## src/rtl/spi_slave_pkg.sv

```systemverilog
// Shared types and helpers for the register-bank SPI slave.
package spi_slave_pkg;

  typedef enum logic [2:0] {
    IDLE,
    CMD,
    DATA_WR,
    DATA_RD,
    WAIT_CS
  } spi_state_t;

  // The R/W flag sits in the MSB of the command word.
  function automatic int cmd_wr_bit_of(input int width);
    return width - 1;
  endfunction

  function automatic bit sample_on_leading(input bit cpha);
    return !cpha;
  endfunction

endpackage

```

## src/rtl/spi_slave_regs_sync.sv

```systemverilog
// Multi-flop synchroniser for one asynchronous pin, plus edge detection
// against a previous-value flop.
module spi_sync_edge #(
  parameter int SYNC_STAGES = 2
) (
  input  logic clk,
  input  logic din,
  output logic level,
  output logic rise,
  output logic fall
);

  logic [SYNC_STAGES-1:0] sync_q;
  logic                   prev_q;

  always_ff @(posedge clk) begin
    sync_q <= {sync_q[SYNC_STAGES-2:0], din};
    prev_q <= sync_q[SYNC_STAGES-1];
  end

  assign level = sync_q[SYNC_STAGES-1];
  assign rise  = level & ~prev_q;
  assign fall  = ~level & prev_q;

endmodule

```

## src/rtl/spi_slave_regs.sv

```systemverilog
// SPI slave with auto-incrementing register bank, oversampled in the clk domain.
// Optional MISO echo of received write words: define SPI_SLAVE_WR_ECHO_EN.
module spi_slave_regs
  import spi_slave_pkg::*;
#(
  parameter int WIDTH       = 8,
  parameter int ADDR_W      = 3,
  parameter bit CPOL        = 1'b0,
  parameter bit CPHA        = 1'b0,
  parameter int SYNC_STAGES = 2
) (
  input  logic                          clk,
  input  logic                          rst,
  input  logic                          spi_sclk,
  input  logic                          spi_cs_n,
  input  logic                          spi_mosi,
  output logic                          spi_miso,
  output logic                          spi_miso_oe,
  output logic [WIDTH*(2**ADDR_W)-1:0]  reg_q,
  output logic                          wr_strobe,
  output logic [ADDR_W-1:0]             wr_addr,
  output logic                          busy
);

  localparam int              CMD_WR_BIT  = cmd_wr_bit_of(WIDTH);
  localparam int              DEPTH       = 2 ** ADDR_W;
  localparam int              CNT_W       = (WIDTH > 1) ? $clog2(WIDTH) : 1;
  localparam logic [CNT_W-1:0] LAST_BIT   = CNT_W'(WIDTH - 1);
  localparam bit              SAMPLE_LEAD = sample_on_leading(CPHA);

  logic       sclk_rise, sclk_fall, cs_n_s, mosi_s;
  logic       sclk_level_unused;
  logic [3:0] edges_unused;

  spi_sync_edge #(.SYNC_STAGES(SYNC_STAGES)) u_sync_sclk (
    .clk(clk), .din(spi_sclk), .level(sclk_level_unused), .rise(sclk_rise), .fall(sclk_fall)
  );
  spi_sync_edge #(.SYNC_STAGES(SYNC_STAGES)) u_sync_cs (
    .clk(clk), .din(spi_cs_n), .level(cs_n_s), .rise(edges_unused[0]), .fall(edges_unused[1])
  );
  spi_sync_edge #(.SYNC_STAGES(SYNC_STAGES)) u_sync_mosi (
    .clk(clk), .din(spi_mosi), .level(mosi_s), .rise(edges_unused[2]), .fall(edges_unused[3])
  );

  logic lead_edge, trail_edge, sample_edge, shift_edge;
  assign lead_edge   = CPOL ? sclk_fall : sclk_rise;
  assign trail_edge  = CPOL ? sclk_rise : sclk_fall;
  assign sample_edge = SAMPLE_LEAD ? lead_edge : trail_edge;
  assign shift_edge  = SAMPLE_LEAD ? trail_edge : lead_edge;

  spi_state_t state_q, state_d;
  logic       active;
  assign active = (state_q == CMD) || (state_q == DATA_WR) || (state_q == DATA_RD);

  // rx_shift keeps only WIDTH-1 bits: the newest bit is merged combinationally.
  logic [WIDTH-2:0]  rx_shift;
  logic [WIDTH-1:0]  rx_next, tx_shift, echo_word;
  logic [CNT_W-1:0]  bit_cnt;
  logic [ADDR_W-1:0] addr_q, cmd_addr;
  logic              tx_loaded, word_done;
  logic [WIDTH-1:0]  bank [DEPTH];

  assign rx_next   = {rx_shift, mosi_s};
  assign cmd_addr  = rx_next[ADDR_W-1:0];
  assign word_done = active && sample_edge && (bit_cnt == LAST_BIT);

`ifdef SPI_SLAVE_WR_ECHO_EN
  assign echo_word = rx_next;
`else
  assign echo_word = '0;
`endif

  always_ff @(posedge clk) begin
    if (rst) state_q <= cs_n_s ? IDLE : WAIT_CS;
    else     state_q <= state_d;
  end

  always_comb begin
    state_d = state_q;
    case (state_q)
      IDLE:    if (!cs_n_s) state_d = CMD;
      CMD: begin
        if (word_done) state_d = rx_next[CMD_WR_BIT] ? DATA_WR : DATA_RD;
        if (cs_n_s)    state_d = IDLE;
      end
      DATA_WR: if (cs_n_s) state_d = IDLE;
      DATA_RD: if (cs_n_s) state_d = IDLE;
      WAIT_CS: if (cs_n_s) state_d = IDLE;
      default: state_d = IDLE;
    endcase
  end

  always_ff @(posedge clk) begin
    if (active && sample_edge) rx_shift <= rx_next[WIDTH-2:0];
  end

  always_ff @(posedge clk) begin
    if (rst) begin
      for (int i = 0; i < DEPTH; i++) bank[i] <= '0;
      tx_shift  <= '0;
      tx_loaded <= 1'b0;
      spi_miso  <= 1'b0;
      wr_strobe <= 1'b0;
      wr_addr   <= '0;
      bit_cnt   <= '0;
      addr_q    <= '0;
    end else begin
      wr_strobe <= 1'b0;
      if (!active) begin
        bit_cnt   <= '0;
        tx_shift  <= '0;
        tx_loaded <= 1'b0;
        spi_miso  <= 1'b0;
      end else begin
        if (sample_edge) bit_cnt <= (bit_cnt == LAST_BIT) ? '0 : bit_cnt + 1'b1;
        // The first shift edge after a load presents the MSB without shifting.
        if (shift_edge) begin
          if (tx_loaded) begin
            spi_miso  <= tx_shift[WIDTH-1];
            tx_loaded <= 1'b0;
          end else begin
            tx_shift <= {tx_shift[WIDTH-2:0], 1'b0};
            spi_miso <= tx_shift[WIDTH-2];
          end
        end
        // A write completing alongside CS_N rising still commits.
        if (word_done) begin
          tx_loaded <= 1'b1;
          case (state_q)
            CMD: begin
              if (rx_next[CMD_WR_BIT]) begin
                addr_q   <= cmd_addr;
                tx_shift <= echo_word;
              end else begin
                addr_q   <= cmd_addr + 1'b1;
                tx_shift <= bank[cmd_addr];
              end
            end
            DATA_WR: begin
              bank[addr_q] <= rx_next;
              wr_strobe    <= 1'b1;
              wr_addr      <= addr_q;
              addr_q       <= addr_q + 1'b1;
              tx_shift     <= echo_word;
            end
            DATA_RD: begin
              tx_shift <= bank[addr_q];
              addr_q   <= addr_q + 1'b1;
            end
            default: ;
          endcase
        end
      end
    end
  end

  for (genvar i = 0; i < DEPTH; i++) begin : g_reg_q
    assign reg_q[i*WIDTH +: WIDTH] = bank[i];
  end

  assign spi_miso_oe = active;
  // WAIT_CS is a lockout, not a transaction, so it does not raise busy.
  assign busy        = active;

endmodule

```

## config.mk

```make
export PLATFORM = sky130hd
export DESIGN_NAME = spi_slave_regs
export DESIGN_NICKNAME = d
export VERILOG_FILES = /design/src/rtl/spi_slave_pkg.sv /design/src/rtl/spi_slave_regs_sync.sv /design/src/rtl/spi_slave_regs.sv
export SDC_FILE = /design/constraint.sdc
export NUM_CORES = 1
export LEC_CHECK = 0
export BUFFER_PORTS_ARGS = -buffer_cell sky130_fd_sc_hd__buf_2
export CAP_MARGIN = 20
export CORE_MARGIN = 2
export CORE_UTILIZATION = 30
export CTS_BUF_LIST = sky130_fd_sc_hd__clkbuf_8
export CTS_CLUSTER_DIAMETER = 60
export DETAILED_ROUTE_END_ITERATION = 8
export GPL_ROUTABILITY_DRIVEN = 0
export PLACE_DENSITY = 0.52
export SKIP_LAST_GASP = 1
export SLEW_MARGIN = 10
export SYNTH_ARGS = -nofsm -noshare
export SYNTH_HDL_FRONTEND = slang
export SYNTH_SLANG_ARGS = --single-unit
```

## constraint.sdc

```tcl
create_clock -name clk -period 2.29 [get_ports clk]
set_input_delay 0.458 -clock clk [delete_from_list [all_inputs] [get_ports clk]]
set_output_delay 0.458 -clock clk [all_outputs]
set_load 0.01 [all_outputs]
```

==> run metrics <==
Multi-input gate area 0.00212 mm^2; CP top delay family simple AND/OR/NAND/NOR gates; Tmin final 2.11 ns; net count after synthesis 362; n_diodes 0; post-route worst setup slack 0.181 ns; Pre-antenna DRT Iters 4; Synth async-reset ratio 0%; fraction of layout cells with a size suffix above 1 36.7%; vias in the first global route 3342; post-detail-place hpwl 10000 um; WL/cell 20.4 um; antenna violations before repair 0; Die ar. 0.0179 mm^2; # rows 47; Reg clk slew, reported paths 0.09 ns; Slowest-stage cell, CP or3_4; Area Overhead vs Synth 18.0%; post-CTS setup buffer count 0; Final Hold Fails 0; DR vias/cell 4.94; Synth Area per Inst 14.4 um^2; number of enable flip-flop cells after synthesis 74; Core Util, Final 36.2%; drc violations 0; Synth Register Bits 104; Distinct cells, synth 39; power consumption 3.74 mW; clock latency on the worst-skew pair 0.39 ns; Setup crit end kind flip-flop; Final Max Slew Viols 0; crit path DAT 2.20 ns; max-cap check violation count 0; register area 0.00282 mm^2; setup violators final 0; crit-path cells ha_1 > ha_1 > nand3b_1 > or3_4 > nor3_2 > or2_2; Routed Antenna Nets 0; RSZ-0062 raised after global routing false; largest net degree at the start of global routing 26; Fill cells 1614; CP bufs+invs 0; root buf cell clkbuf_8; Crit path required time 2.38 ns; Final Skew 0.0145 ns; Synth warnings 0; crit start category flip-flop; Core Area 0.0165 mm^2; CTS max path bufs 2; Hold WC Path Type in -> reg; Num CTS Buffers 9; Pwr Density 625 mW/mm^2; final net count 451; wirelength, routed 13600 um; cell total after placement 651; Die Wd 134 um; first-iteration detailed-routing DRC count 195; sequential fraction of the synthesis area 55.7%; pre-CTS setup slack 0.117 ns; IO buf count 75; Critical Path Fanout Max 8; status completed; Post-Synthesis Cells 353; fmax 0.474 GHz; Post-DP Area 0.00581 mm^2; clk sinks 104; total grt overflow 0; post-layout instance area 0.00598 mm^2; Rel. slew slack 65.1%; Hold Path Stages 1; number of H-tree levels 3; gr usage total 15.8%; vias 3296; CP peak stage delay 0.48 ns; most frequent CP cell ha_1; Initial Utilization 30.7%; setup_tns 0 ns; Tcrit/Tclk final 92.1%; global-route wire length before repair 20700 um; Die H 134 um; worst hold slack 0.170 ns; WP depth 6; Register-to-Register Path Depth 6; CTS tree done; Worst Max-Slew Pin Slew 0.522 ns; Leakage Power 2.37 nW; Non-Filler Instances 667; Worst VDD drop 0.277 mV; cell area after synthesis 0.00507 mm^2; IO Pins 76; WS Path Type reg -> reg; ys flop type edfxtp_1
==> Yosys cell counts, types with 6 or more instances <==
cell type | number | share of area (%)
a221o_1 | 7 | 1.4
a21oi_1 | 7 | 0.69
clkbuf_1 | 11 | 0.81
buf_2 | 6 | 0.59
nor2_1 | 25 | 1.9
nand2b_1 | 6 | 0.74
mux4_2 | 20 | 8.9
mux4_1 | 12 | 6.2
dfxtp_1 | 30 | 12
edfxtp_1 | 74 | 44
and2_1 | 64 | 7.9
mux2i_1 | 12 | 2.4
or2_2 | 8 | 0.99
nand2_1 | 10 | 0.74
mux2_2 | 16 | 3.6
==> layout by cell type, fill, tap and decap left out, types with 2 or more instances in the layout <==
cell type	netlist	layout
a21oi_1	7	7
mux4_2	20	20
clkbuf_8	0	9
nor3_1	4	4
nor2_1	25	25
inv_1	3	4
or2_2	8	8
a221o_1	7	7
xnor2_1	2	2
clkinv_1	0	2
mux2i_1	12	12
o21ai_0	3	3
and2_1	64	64
nand2_1	10	10
nand3b_1	2	2
buf_12	1	3
nor3_2	5	5
mux2_2	16	16
dfxtp_1	30	30
a211oi_1	2	2
buf_4	1	21
buf_2	6	75
nand2b_1	6	6
mux4_1	12	12
o21bai_1	2	2
ha_1	4	4
nor2b_1	2	2
edfxtp_1	74	74
==> kinds of logic (layout without fill, tap and decap cells) <==
| family | count (synthesis) | after routing | share of synthesized area, % |
|---|---|---|---|
| simple gates | 133 | 133 | 15.5 |
| mux | 60 | 60 | 21.0 |
| compound gates | 25 | 25 | 3.63 |
| flops | 104 | 104 | 55.7 |
| buf+inv | 24 | 118 | 2.62 |
| fa+ha+maj | 4 | 4 | 0.988 |
| xor+xnor | 3 | 3 | 0.519 |
==> metal layers <==
| layer | part of all wire [%] | routed length, um | up-vias | track usage, % |
|---|---|---|---|---|
| met5 | 0 | 0 | - | 0 |
| met4 | 2.3 | 310 | 0 | 6.86 |
| met3 | 6.7 | 910 | 18 | 3.78 |
| met2 | 46 | 6290 | 117 | 24.1 |
| met1 | 45 | 6120 | 1655 | 21.6 |
| li1 | - | - | 1506 | - |
==> report_power, final <==
group          internal (mW)  switching (mW)  total, mW
sequential              2.10           0.113       2.22
clock                  0.384           0.640       1.02
combinational          0.234           0.262      0.495
total                   2.72            1.01       3.74
==> worst register-to-register path: stages (launching register included) <==
cell and delay (ns):
dfxtp_1 0.36, ha_1 0.17, ha_1 0.16, nand3b_1 0.18
or3_4 0.48, nor3_2 0.19, or2_2 0.27
==> final timing paths <==
check | start | endpoint | slack [ns]
hold reg to reg | u_sync_sclk.sync_q[0] | u_sync_sclk.sync_q[1] | 0.34
hold / removal | spi_mosi | u_sync_mosi.sync_q[0] | 0.17
setup / recovery | bit_cnt[0] | bank[5][1] | 0.18
setup reg to reg | bit_cnt[0] | bank[5][1] | 0.18
==> registers in the layout, summed over array words and instances (netlist names), named ones only <==
register            flops
bank                   64
tx_shift                8
rx_shift                7
addr_q                  3
bit_cnt                 3
state_q                 3
wr_addr                 3
u_sync_cs.sync_q        2
u_sync_mosi.sync_q      2
u_sync_sclk.sync_q      2
spi_miso                1
tx_loaded               1
u_sync_sclk.prev_q      1
wr_strobe               1
==> cell type report <==
class | count | share of cell area [%]
Inverter | 3 | 0.188
Timing Repair Buffer | 99 | 9.92
Tap cell | 220 | 4.60
Multi-Input combinational cell | 225 | 35.4
Clock buffer | 9 | 2.07
Clock inverter | 7 | 0.628
Sequential cell | 104 | 47.2
==> timing repair <==
action / 4_1_cts / 5_1_grt
resized for setup: 0 / 1
setup endpoints to repair: 0 / 14
hold buffers: 0 / 0
No activity file was read; power rests on OpenSTA's default activity.
